===== src/rtl/bridge_dataslot_loader.sv =====
// Loads one APF dataslot into core memory once the host has finished writing dataslots.
// Latency: trigger->read 1 cycle, ack->read low 1 cycle, done->load_done 1 cycle; 16-cycle backoff between retries.
// Backpressure: read is held until APF acks; optional watchdog (BRIDGE_DATASLOT_LOADER_TIMEOUT_EN) bounds the wait.
module bridge_dataslot_loader #(
  parameter logic [15:0] SLOT_ID           = 16'd0,
  parameter logic [31:0] DEST_ADDR         = 32'h0000_0000,
  parameter logic [31:0] LOAD_LENGTH       = 32'h0000_0000,
  parameter logic [31:0] SLOT_SIZE_DEFAULT = 32'h0000_1000,
  parameter int unsigned MAX_RETRIES       = 2,
  parameter logic [23:0] TIMEOUT_CYCLES    = 24'hFF_FFFF
) (
  input  logic        clk,
  input  logic        reset_n,
  input  logic        slot_base_found,
  input  logic        slot_size_zero,
  input  logic        dataslot_allcomplete,
  output logic        target_dataslot_read,
  output logic [15:0] target_dataslot_id,
  output logic [31:0] target_dataslot_slotoffset,
  output logic [31:0] target_dataslot_bridgeaddr,
  output logic [31:0] target_dataslot_length,
  input  logic        target_dataslot_ack,
  input  logic        target_dataslot_done,
  input  logic [2:0]  target_dataslot_err,
  output logic        load_busy,
  output logic        load_done,
  output logic        load_skipped,
  output logic        load_error,
  output logic [2:0]  load_err_code
);

  typedef enum logic [2:0] {
    S_IDLE, S_SKIP, S_REQ, S_WAIT_DONE, S_BACKOFF, S_FINISHED
  } state_t;

  localparam logic [31:0] LEN       = (LOAD_LENGTH != 32'd0) ? LOAD_LENGTH : SLOT_SIZE_DEFAULT;
  localparam logic [2:0]  MAX_RETRY = 3'(MAX_RETRIES);

  state_t      state_q, state_d;
  logic        done_q, done_d;
  logic        skipped_q, skipped_d;
  logic        error_q, error_d;
  logic [2:0]  err_code_q, err_code_d;
  logic [2:0]  retry_q, retry_d;
  logic [3:0]  backoff_q, backoff_d;
  logic        in_cmd;
  logic        timeout;
  logic        cmd_done;
  logic [2:0]  cmd_err;

  assign in_cmd = (state_q == S_REQ) || (state_q == S_WAIT_DONE);

`ifdef BRIDGE_DATASLOT_LOADER_TIMEOUT_EN
  logic [23:0] wdog_q, wdog_d;

  // Watchdog: counts cycles spent waiting on APF, zero whenever no command is outstanding
  always_comb begin
    wdog_d  = in_cmd ? (wdog_q + 24'd1) : 24'd0;
    timeout = in_cmd && ((wdog_q + 24'd1) == TIMEOUT_CYCLES);
  end

  // Watchdog register
  always_ff @(posedge clk) begin
    if (!reset_n) wdog_q <= 24'd0;
    else          wdog_q <= wdog_d;
  end
`else
  logic unused_timeout_cycles;
  assign unused_timeout_cycles = ^TIMEOUT_CYCLES;
  assign timeout = 1'b0;
`endif

  // Next-state and status: command completion (done, or watchdog as err 7) resolved in one place
  always_comb begin
    state_d    = state_q;
    done_d     = done_q;
    skipped_d  = skipped_q;
    error_d    = error_q;
    err_code_d = err_code_q;
    retry_d    = retry_q;
    backoff_d  = 4'd0;
    cmd_done   = 1'b0;
    cmd_err    = 3'd0;
    case (state_q)
      S_IDLE: begin
        if (slot_base_found && dataslot_allcomplete)
          state_d = slot_size_zero ? S_SKIP : S_REQ;
      end
      S_SKIP: begin
        done_d    = 1'b1;
        skipped_d = 1'b1;
        state_d   = S_FINISHED;
      end
      S_REQ: begin
        if (target_dataslot_ack) begin
          // ack with done in the same cycle completes without visiting WAIT_DONE
          if (target_dataslot_done) begin
            cmd_done = 1'b1;
            cmd_err  = target_dataslot_err;
          end else begin
            state_d = S_WAIT_DONE;
          end
        end
      end
      S_WAIT_DONE: begin
        if (target_dataslot_done) begin
          cmd_done = 1'b1;
          cmd_err  = target_dataslot_err;
        end
      end
      S_BACKOFF: begin
        backoff_d = backoff_q + 4'd1;
        if (backoff_q == 4'd15) state_d = S_REQ;
      end
      S_FINISHED: begin
        // Host rewrote the slot table: forget the previous result and allow a reload
        if (!slot_base_found) begin
          done_d     = 1'b0;
          skipped_d  = 1'b0;
          error_d    = 1'b0;
          err_code_d = 3'd0;
          retry_d    = 3'd0;
          state_d    = S_IDLE;
        end
      end
      default: state_d = S_IDLE;
    endcase

    if (!cmd_done && timeout) begin
      cmd_done = 1'b1;
      cmd_err  = 3'd7;
    end

    if (cmd_done) begin
      if (cmd_err == 3'd0) begin
        done_d  = 1'b1;
        state_d = S_FINISHED;
      end else begin
        err_code_d = cmd_err;
        if (retry_q < MAX_RETRY) begin
          retry_d = retry_q + 3'd1;
          state_d = S_BACKOFF;
        end else begin
          error_d = 1'b1;
          state_d = S_FINISHED;
        end
      end
    end
  end

  // State and status registers
  always_ff @(posedge clk) begin
    if (!reset_n) begin
      state_q    <= S_IDLE;
      done_q     <= 1'b0;
      skipped_q  <= 1'b0;
      error_q    <= 1'b0;
      err_code_q <= 3'd0;
      retry_q    <= 3'd0;
      backoff_q  <= 4'd0;
    end else begin
      state_q    <= state_d;
      done_q     <= done_d;
      skipped_q  <= skipped_d;
      error_q    <= error_d;
      err_code_q <= err_code_d;
      retry_q    <= retry_d;
      backoff_q  <= backoff_d;
    end
  end

  // Command fields are constants gated by the registered state, so they read 0 when idle
  assign target_dataslot_read       = (state_q == S_REQ);
  assign target_dataslot_id         = in_cmd ? SLOT_ID   : 16'd0;
  assign target_dataslot_bridgeaddr = in_cmd ? DEST_ADDR : 32'd0;
  assign target_dataslot_length     = in_cmd ? LEN       : 32'd0;
  assign target_dataslot_slotoffset = 32'd0;
  assign load_busy                  = in_cmd || (state_q == S_BACKOFF);
  assign load_done                  = done_q;
  assign load_skipped               = skipped_q;
  assign load_error                 = error_q;
  assign load_err_code              = err_code_q;

endmodule


===== config.mk =====
export PLATFORM = sky130hd
export DESIGN_NAME = bridge_dataslot_loader
export DESIGN_NICKNAME = d
export VERILOG_FILES = /design/src/rtl/bridge_dataslot_loader.sv
export SDC_FILE = /design/constraint.sdc
export NUM_CORES = 1
export LEC_CHECK = 0
export CORE_UTILIZATION = 37
export CTS_BUF_LIST = sky130_fd_sc_hd__clkbuf_4 sky130_fd_sc_hd__clkbuf_8
export DETAILED_ROUTE_END_ITERATION = 8
export GPL_ROUTABILITY_DRIVEN = 0
export PLACE_DENSITY = 0.88
export SYNTH_ARGS = -nofsm -noshare
export SYNTH_HDL_FRONTEND = slang
export SYNTH_SLANG_ARGS = --single-unit
export TNS_END_PERCENT = 20

===== constraint.sdc =====
create_clock -name clk -period 2.7 [get_ports clk]
set_input_delay 0.54 -clock clk [delete_from_list [all_inputs] [get_ports clk]]
set_output_delay 0.54 -clock clk [all_outputs]
set_load 0.01 [all_outputs]

Yosys cells after proc, flatten, opt, wreduce, memory -nomap -nowiden. Cells that the tools add are included.

$add $sub $neg: 2. Magnitude comparators: 1. Equality and inequality tests: 13. Muxes and demuxes: 37. Reductions and logical operators: 9.

Operators by type and width (number): $mux 3 (17); $pmux 3 s6 (1); $mux 1 (13); $mux 13 (1); $ne 3x3->1 const B (3); $eq 3x2->1 const B (2); $eq 3x3->1 const B (2); $logic_not 3->1 (2); $pmux 1 s2 (3); $pmux 3 s2 (1); $reduce_and 6->1 (1); $add 4x1->4 const B (1); $eq 4x4->1 const B (1); $ne 2x2->1 const B (2); $reduce_and 2->1 (2); $add 3x1->3 const B (1); $eq 3x1->1 const B (1); $lt 3x2->1 const B (1); $ne 3x1->1 const B (1); $ne 3x2->1 const B (1); $logic_or 1x1->1 (2); $mux 2 (1); $reduce_bool 2->1 (1); $logic_and 1x1->1 (1).

Flip-flop bits (word level): 16. Input bits: 10. Output and inout bits: 120. Logic and storage cells: 69.

Longest topological paths before layout. Gate-level depths: netlist (run 1).

Depth in word-level cells: 6. Mapped depth: 6. Depth with buffers taken out: 5.

Worst setup path after synthesis (run 1). OpenSTA, ideal clock, no wires.

Kind: flip-flop to output port. Start point: register state_q[2]. End point: output load_busy. Data arrival time: 929 ps. Setup slack: 1231 ps. Stages on the path, launching flop included: 5. Buffers on the path: 1. Path through: dfxtp_1 buf_6 nand2b_4 inv_4 or2_2.

Word-level cells in the longest chain between the ends: 3. Elaborated cells between the ends (all ways): 5.

RTL lines: from (decl) (line 39) `state_t state_q, state_d;`; from (signal assigned) (line 162) `state_q <= state_d;`; $eq 3x2->1 (line 51) `assign in_cmd = (state_q == S_REQ) || (state_q == S_WAIT_DONE);`; $logic_or 1x1->1 (*) (line 51); via in_cmd (line 46) `logic in_cmd;`; $logic_or 1x1->1 (*) (line 178) `assign load_busy = in_cmd || (state_q == S_BACKOFF);`; to (decl) (line 25) `output logic load_busy,`.

The timed path passes the listed nets; every way through them passes the cells marked *.

Worst setup path after layout (run 1).
Start point: register state_q[2]. End point: output load_busy.

Word-level cells in the longest chain between the ends: 3. Elaborated cells between the ends (all ways): 5.

RTL lines (line): $eq 3x2->1 (51); $logic_or 1x1->1 (51); $logic_or 1x1->1 (*) (178).

Every way passes the cells marked *; elsewhere a longest branch is shown, timed or not.

==> flow_metrics.py, run 1 <==
metrics = {
    "placement": {
        "hpwl_um": 1731,
        "numPortBuffers": 18,
        "dp.cells": 268,
        "place_ws_ns": 0.6219,
    },
    "worst_setup_path": {
        "critPathSlowestCell": "dfxtp_1",
        "worstPathCellList": "nand2b_4 > inv_4 > or2_2 > clkdlybuf4s50_1",
        "end_kind": "primary output",
        "worstPathArrival_ns": 1.82,
        "path_max_fanout": 10,
        "slowest_delay_ns": 0.52,
        "start_kind": "flop",
        "critPathRequiredTime_ns": 2.16,
        "critical_path_class": "flop to primary output",
    },
    "clock_network": {
        "hold_buffers": 0,
        "cts_setup_buffers": 0,
        "insertion_delay_ns": 0.25,
        "clk_pin_slew_ns": 0.06,
        "cts_tree": "yes",
        "cts_max_level": 1,
        "clock_path_buffers": 2,
        "cts_root_buf": "clkbuf_8",
        "numCtsBuffers": 3,
        "clock_sinks": 16,
        "ctsResizeCount": 0,
    },
    "power_and_ir_drop": {
        "peakVddDrop_uv": 265.1,
        "power.density_mw_per_mm2": 675.7,
        "leakage_nw": 0.7445,
    },
    "final_layout": {
        "final_nets": 233,
        "diodes": 0,
        "fin_cells": 272,
        "area_growth_pct": -9.814,
        "drive_gt1_share_pct": 7.727,
    },
    "global_route": {
        "track_usage_pct": 7.909,
        "grt_max_degree": 12,
        "grt_pass1_vias": 744,
        "grt_overflow": 0,
        "grt_pass1_wl_um": 3111,
        "antenna_found_initial": 0,
    },
    "synth": {
        "synth_edf_count": 0,
        "ys_ff_latch": 16,
        "synth_area_per_cell_sq_um": 8.249,
        "ys_types": 43,
        "yosys_warnings": 0,
        "synth_ff_type": "dfxtp_1",
        "synth-async-reset-ratio_pct": 0,
        "syn_area_sq_mm": 0.001683,
        "ys_seq_area_share_pct": 19.03,
        "syn_inst": 204,
    },
    "drt": {
        "via_per_inst": 3.706,
        "vias": 1008,
        "drc": 0,
        "drt_iter0_drc": 55,
        "postRouteAntennaNets": 0,
        "routedWlPerCell_um": 7.629,
        "drt-pass1-iter-count": 4,
        "wl_um": 2075,
    },
    "timing": {
        "hold_viol": 0,
        "slew_headroom_pct": 63.54,
        "worst_pin_slew_ns": 0.5428,
        "setup_viol_count_final": 0,
        "worst_clock_skew_ns": 0.0009016,
        "finalCritPeriodShare_pct": 87.32,
        "finalSetupTns_ns": 0,
        "worst_slack_ns": 0.3423,
        "fmax_mhz": 424.1,
        "slew_viol_final": 0,
        "min_period_ns": 2.358,
        "rsz0062_at_grt": "false",
    },
    "outcome": {
        "outcome": "finished, final reports clean",
    },
    "floorplan": {
        "die-area_sq_mm": 0.004822,
        "die_h_um": 69.44,
        "die_x_um": 69.44,
        "io_pins": 130,
        "initial_utilization_pct": 38.65,
        "rows": 24,
        "core-area_sq_mm": 0.004354,
    },
    "min_path": {
        "hold_path.class": "flop to flop",
    },
    "run": {
        "drv_cap": 0,
    },
}
## Yosys cell counts (2+ instances only)
| master | number | area, sq um |
|---|---|---|
| a21oi_1 | 4 | 20.02 |
| a22oi_1 | 2 | 15.01 |
| a31oi_1 | 2 | 12.51 |
| buf_4 | 112 | 840.8 |
| buf_6 | 3 | 33.78 |
| dfxtp_1 | 16 | 320.3 |
| ha_1 | 2 | 25.02 |
| nand2_1 | 8 | 30.03 |
| nand3_1 | 3 | 15.01 |
| nand3b_1 | 2 | 15.01 |
| nor2_1 | 13 | 48.80 |
| nor3_1 | 4 | 20.02 |
| or2_2 | 3 | 18.77 |
## worst max-delay path: cells and delay by family, from the launching register on
| family | cells | cell delay, ns |
|---|---|---|
| buf+inv | 2 | 0.53 |
| flops | 1 | 0.52 |
| simple gates | 2 | 0.52 |
## stage by stage
stage	utilization (%)	hold slack [ns]	total power, mW	cell area (sq um)
6_report	34.86	0.4529	1.026	1518
3_5_place_dp	33.59	0.4457	0.8175	1463
2_1_floorplan	-	0.4176	0.8506	2096
5_1_grt	34.86	0.4797	1.101	1518
4_1_cts	34.86	0.4552	1.029	1518
3_3_place_gp	33.59	0.4315	0.8082	1463
## cell type report
class / instances / area [sq um]
timing repair buffer: 18 / 180.2
multi-input combinational: 179 / 883.3
fill: 452 / 2836
clock buffer: 4 / 55.05
sequential: 16 / 320.3
inverter: 3 / 13.76
tap: 52 / 65.06
## sequential cells by signal, indices dropped and copies added (netlist names)
| signal | count |
|---|---|
| load_err_code | 3 |
| retry_q | 3 |
| state_q | 3 |
| load_skipped | 1 |
| backoff_q | 4 |
| load_error | 1 |
| load_done | 1 |
## final timing paths
| path | from | end | slack (ns) | depth (start not counted) |
|---|---|---|---|---|
| setup / recovery | state_q[2] | load_busy | 0.34 | 4 |
| hold / removal | backoff_q[0] | backoff_q[0] | 0.45 | 1 |
| setup reg to reg | state_q[0] | retry_q[0] | 0.98 | 4 |
| hold reg to reg | backoff_q[0] | backoff_q[0] | 0.45 | 1 |
## cell usage in the layout (no fill, tap or decap), types with 2 or more instances in the layout
cell / count
nand3b_1: 2
a21oi_1: 4
a31oi_1: 2
clkdlybuf4s50_1: 18
nor3_1: 4
conb_1: 111
nand2_1: 8
clkbuf_8: 4
nor2_1: 13
ha_1: 2
or2_2: 3
a22oi_1: 2
dfxtp_1: 16
nand3_1: 3
## power breakdown
group / internal [mW] / switching [mW] / total [mW]
combinational: 0.213 / 0.245 / 0.458
sequential: 0.275 / 0.0798 / 0.355
clock: 0.129 / 0.0833 / 0.213
total: 0.618 / 0.408 / 1.03
## kinds of logic after synthesis
group,share of synthesized area (%)
adders and majority gates,1.487
and+or+nand+nor,13.23
xor gates and xnor gates,1.041
muxes,0.6691
other,0.2228
DFF,19.03
buffers and inverters,53.01
AOI/OAI and AO/OA,11.30
## layer usage
metal	global-route usage, %	up-vias	wire length (um)
met3	3.198	0	267
met4	2.494	0	0
met1	8.513	457	739
li1	-	476	-
met2	14.02	75	1068
met5	0	-	0
(Power assumes the default switching activity.)
==> run 2: changes to the inputs <==
--- a/config.mk
+++ b/config.mk
@@ -5,11 +5,12 @@
 export SDC_FILE = /design/constraint.sdc
 export NUM_CORES = 1
 export LEC_CHECK = 0
+export CORE_ASPECT_RATIO = 0.8
 export CORE_UTILIZATION = 37
 export CTS_BUF_LIST = sky130_fd_sc_hd__clkbuf_4 sky130_fd_sc_hd__clkbuf_8
 export DETAILED_ROUTE_END_ITERATION = 8
 export GPL_ROUTABILITY_DRIVEN = 0
-export PLACE_DENSITY = 0.88
+export PLACE_DENSITY = 0.95
 export SYNTH_ARGS = -nofsm -noshare
 export SYNTH_HDL_FRONTEND = slang
 export SYNTH_SLANG_ARGS = --single-unit
==> run 2 against run 1 <==
Register-to-register slack got worse by 0.13 ns. Largest power group unchanged. Global-route usage increased by 2.4 points. Maximum frequency decreased by 1.3%.
==> flow_metrics.py, run 2 (synthesis gave the netlist of run 1 again) <==
metrics = {
    "outcome": {
        "outcome": "finished, final reports clean",
    },
    "final_layout": {
        "final_nets": 233,
        "top_register": "backoff_q",
        "fin_util_pct": 35.58,
        "drive_gt1_share_pct": 7.727,
        "layout_common_cells": "111 x conb_1, 18 x clkdlybuf4s50_1, 16 x dfxtp_1",
        "mostFrequentLayoutCell": "conb_1",
        "diodes": 0,
        "area_growth_pct": -9.442,
        "largest_reg_flops": 4,
        "fillers": 460,
    },
    "timing": {
        "worst_clock_skew_ns": 0.0006374,
        "worst_slack_ns": 0.3122,
        "setup_viol_count_final": 0,
        "slew_headroom_pct": 64.17,
        "rsz0062_at_grt": "false",
        "finalSetupTns_ns": 0,
        "min_period_ns": 2.388,
        "finalHoldWorstSlack_ns": 0.4726,
        "worst_pin_slew_ns": 0.5334,
        "slew_viol_final": 0,
        "fmax_mhz": 418.8,
        "finalCritPeriodShare_pct": 88.44,
        "hold_viol": 0,
    },
    "clock_network": {
        "hold_buffers": 0,
        "insertion_delay_ns": 0.25,
        "clock_sinks": 16,
        "cts_max_level": 1,
        "clock_path_buffers": 2,
        "cts_root_buf": "clkbuf_8",
        "cts_tree": "yes",
        "ctsResizeCount": 0,
        "numCtsBuffers": 3,
        "cts_setup_buffers": 0,
        "clk_pin_slew_ns": 0.06,
    },
    "drt": {
        "drc": 0,
        "drt-pass1-iter-count": 4,
        "wl_um": 2487,
        "vias": 1018,
        "postRouteAntennaNets": 0,
        "via_per_inst": 3.675,
        "routedWlPerCell_um": 8.978,
        "drt_iter0_drc": 71,
    },
    "global_route": {
        "grt_pass1_wl_um": 3946,
        "antenna_found_initial": 0,
        "grt_max_degree": 12,
        "track_usage_pct": 10.28,
        "grt_overflow": 0,
        "grt_pass1_vias": 824,
    },
    "floorplan": {
        "io_pins": 130,
        "rows": 21,
        "die_x_um": 77.40,
        "die_h_um": 62.32,
        "initial_utilization_pct": 39.29,
        "die-area_sq_mm": 0.004824,
        "core-area_sq_mm": 0.004283,
    },
    "worst_setup_path": {
        "start_kind": "flop",
        "end_kind": "primary output",
        "reg2reg_to": "retry_q[0]",
        "reg2reg_slack_ns": 0.85,
        "ff2ff_path_depth": 4,
        "r2r_start": "state_q[0]",
        "path_max_fanout": 10,
        "critPathRequiredTime_ns": 2.16,
        "critical_path_class": "flop to primary output",
        "worstPathArrival_ns": 1.85,
    },
    "power_and_ir_drop": {
        "power.density_mw_per_mm2": 680.9,
        "leakage_nw": 0.7445,
        "peakVddDrop_uv": 243.0,
    },
    "min_path": {
        "hold_path.class": "flop to flop",
        "hold_start": "backoff_q[0]",
        "hold-path-endpoint": "backoff_q[0]",
        "min_path_cells": 1,
    },
    "placement": {
        "place_ws_ns": 0.5373,
        "numPortBuffers": 18,
        "hpwl_um": 2027,
    },
    "run": {
        "drv_cap": 0,
    },
}
## run 2: cell counts in the layout (fill, tap and decap cells not counted)
No cell type changed its count.
## run 2: area by class of cell
class / instances / area [sq um] / share of cell area, %
clock buffers: 4 / 55.05 / 3.612
inverters: 3 / 13.76 / 0.9031
multi-input cells: 179 / 883.3 / 57.96
flip-flops and latches: 16 / 320.3 / 21.02
well taps: 57 / 71.32 / 4.680
repair buffers: 18 / 180.2 / 11.82
## run 2: layer usage
metal	up-vias	GRT usage (%)	share of wire, %	routed length [um]
li1	480	-	-	-
met1	469	11.75	36	905
met4	0	5.189	2.2	55
met2	62	16.70	52	1297
met3	7	3.824	9.2	229
met5	-	0	0	0
## run 2: power breakdown
group / internal [mW] / switching [mW]
logic: 0.213 / 0.256
registers: 0.275 / 0.0820
clock network: 0.130 / 0.0817
## run 2: worst max path at each step
stage | cells past startpoint | slack, ns | startpoint | end
after floorplan | 4 | 1.23 | state_q[2] | load_busy
after global placement | 4 | 0.60 | state_q[2] | load_busy
after detailed placement | 5 | 0.54 | target_dataslot_ack | retry_q[0]
after CTS | 4 | 0.30 | state_q[2] | load_busy
after global routing | 3 | 0.21 | state_q[2] | load_busy
final | 4 | 0.31 | state_q[2] | load_busy
## run 2: worst max-delay path: stages (launching register included)
cell and delay, ns:
dfxtp_1 0.52, nand2b_4 0.25, inv_4 0.06, or2_2 0.28
clkdlybuf4s50_1 0.48
## run 2: metrics by stage
| stage | instance area, sq um | power (mW) | std cells |
|---|---|---|---|
| after CTS | 1524 | 1.042 | 277 |
| after global routing | 1524 | 1.109 | 277 |
| after floorplan | 2096 | 0.8506 | 314 |
| final | 1524 | 1.038 | 277 |
| after global placement | 1469 | 0.8120 | 273 |
| after detailed placement | 1469 | 0.8274 | 273 |
==> run 3: changes to the inputs <==
--- a/config.mk
+++ b/config.mk
@@ -5,8 +5,10 @@
 export SDC_FILE = /design/constraint.sdc
 export NUM_CORES = 1
 export LEC_CHECK = 0
+export CELL_PAD_IN_SITES_DETAIL_PLACEMENT = 0
+export CELL_PAD_IN_SITES_GLOBAL_PLACEMENT = 1
 export CORE_ASPECT_RATIO = 0.8
-export CORE_UTILIZATION = 37
+export CORE_UTILIZATION = 25
 export CTS_BUF_LIST = sky130_fd_sc_hd__clkbuf_4 sky130_fd_sc_hd__clkbuf_8
 export DETAILED_ROUTE_END_ITERATION = 8
 export GPL_ROUTABILITY_DRIVEN = 0
==> run 3 against run 2 <==
Routed wire length is 1.7% lower. Maximum frequency is 0.73% higher. Die area is 46% higher. Clock power hardly changed. Clock-buffer cell count stayed put. Power hardly changed. Via count is 1.9% lower. Sequential power hardly changed. Core utilization is 11 points lower. Register-to-register slack hardly changed. Setup slack better by 0.017 ns. Hold slack worse by 0.022 ns. Largest power group unchanged.
==> flow_metrics.py, run 3 (synthesis gave the netlist of run 1 again) <==
metrics = {
    "outcome": {
        "outcome": "finished, final reports clean",
    },
    "final_layout": {
        "layout_common_cells": "111 x conb_1, 18 x clkdlybuf4s50_1, 16 x dfxtp_1",
        "largest_reg_flops": 4,
        "fillers": 734,
        "fin_util_pct": 24.18,
        "drive_gt1_share_pct": 7.727,
        "mostFrequentLayoutCell": "conb_1",
        "multi_input_area_sq_um": 883.3,
        "top_register": "backoff_q",
        "final_nets": 233,
        "seqCellArea_sq_um": 320.3,
        "diodes": 0,
        "area_growth_pct": -7.435,
    },
    "clock_network": {
        "numCtsBuffers": 3,
        "cts_max_level": 1,
        "clock_path_buffers": 2,
        "cts_tree": "yes",
        "cts_setup_buffers": 0,
        "hold_buffers": 0,
        "insertion_delay_ns": 0.25,
        "clk_pin_slew_ns": 0.06,
        "clock_sinks": 16,
        "cts_root_buf": "clkbuf_8",
        "ctsResizeCount": 0,
    },
    "timing": {
        "worst_clock_skew_ns": 0.003868,
        "setup_viol_count_final": 0,
        "rsz0062_at_grt": "false",
        "fmax_mhz": 421.9,
        "hold_viol": 0,
        "finalSetupTns_ns": 0,
        "finalCritPeriodShare_pct": 87.79,
        "slew_viol_final": 0,
        "min_period_ns": 2.370,
    },
    "floorplan": {
        "die-area_sq_mm": 0.007066,
        "die_h_um": 75.39,
        "core-area_sq_mm": 0.006441,
        "rows": 26,
        "die_x_um": 93.73,
        "io_pins": 130,
        "initial_utilization_pct": 26.13,
    },
    "global_route": {
        "antenna_found_initial": 0,
        "use_met2_pct": 10.79,
        "grt_max_degree": 12,
        "grt_overflow": 0,
        "use_met1_pct": 7.789,
        "grt_pass1_wl_um": 3588,
        "grt_util_met3_pct": 3.194,
        "grt_pass1_vias": 751,
        "track_usage_pct": 6.691,
        "grt-busiest-layer": "met2",
    },
    "worst_setup_path": {
        "path_max_fanout": 10,
        "crit_start": "state_q[2]",
        "critical_path_class": "flop to primary output",
        "worstPathArrival_ns": 1.83,
        "cp-endpoint": "load_busy",
        "r2r_start": "state_q[0]",
        "critPathRequiredTime_ns": 2.16,
        "reg2reg_slack_ns": 0.84,
        "ff2ff_path_depth": 4,
        "start_kind": "flop",
        "end_kind": "primary output",
        "reg2reg_to": "retry_q[0]",
    },
    "power_and_ir_drop": {
        "p_int_mw": 0.6180,
        "p_sw_mw": 0.4192,
        "power.density_mw_per_mm2": 665.9,
        "pwr-share-clk_pct": 20.5,
        "leakage_nw": 0.7445,
        "switching_share_pct": 40.41,
        "peakVddDrop_uv": 187.9,
        "p_total_mw": 1.037,
        "pwr-share-comb_pct": 45.0,
        "p_seq_share_pct": 34.6,
    },
    "drt": {
        "routedWlPerCell_um": 8.039,
        "drt_iter0_drc": 27,
        "via_per_inst": 3.286,
        "postRouteAntennaNets": 0,
        "drt-pass1-iter-count": 4,
        "wl_um": 2444,
        "drc": 0,
        "vias": 999,
    },
    "placement": {
        "hpwl_um": 2026,
        "numPortBuffers": 18,
    },
    "min_path": {
        "hold_start": "backoff_q[0]",
        "hold_path.class": "flop to flop",
    },
    "run": {
        "drv_cap": 0,
    },
}
run 3: cell counts in the layout (fill, tap and decap cells not counted):
Identical to the previous run, type by type.
run 3: how the worst min path moves through the flow:
stage,endpoint,slack [ns],cells past startpoint
after global placement,backoff_q[0],0.43,1
after floorplan,backoff_q[0],0.42,1
final,backoff_q[0],0.45,1
after global routing,backoff_q[0],0.49,1
after detailed placement,backoff_q[0],0.44,1
after CTS,backoff_q[0],0.45,1
run 3: critical path: stages (launching register included):
cell	delay [ns]
dfxtp_1	0.52
nor3b_2	0.37
or2_2	0.17
clkdlybuf4s50_1	0.52
run 3: metal layers:
metal,share of wire [%],vias up
li1,-,478
met1,38,469
met2,51,50
met3,10,2
met4,0.61,0
met5,0,-
run 3: area by class of cell:
type                       count  share of cell area (%)
sequential                    16                   20.56
timing repair buffer          18                   11.57
inverter                       3                  0.8835
clock buffer                   4                   3.534
multi-input combinational    179                   56.71
tap                           84                   6.747
run 3: stage by stage:
step                area (sq um)  instances  setup slack (ns)  hold slack (ns)
finish                      1558        304            0.3295           0.4508
floorplan                   2096        314             1.231           0.4176
global route                1558        304            0.2217           0.4896
global placement            1503        300            0.5894           0.4319
CTS                         1558        304            0.3240           0.4527
detailed placement          1503        300            0.5440           0.4419
run 3: power by group through the flow:
stage                     combinational (mW)  clock, mW  sequential, mW
after floorplan                        0.545          0           0.306
after global placement                 0.461          0           0.356
after detailed placement               0.466          0           0.361
after CTS                              0.466      0.220           0.355
after global routing                   0.529      0.224           0.372
final                                  0.466      0.213           0.358
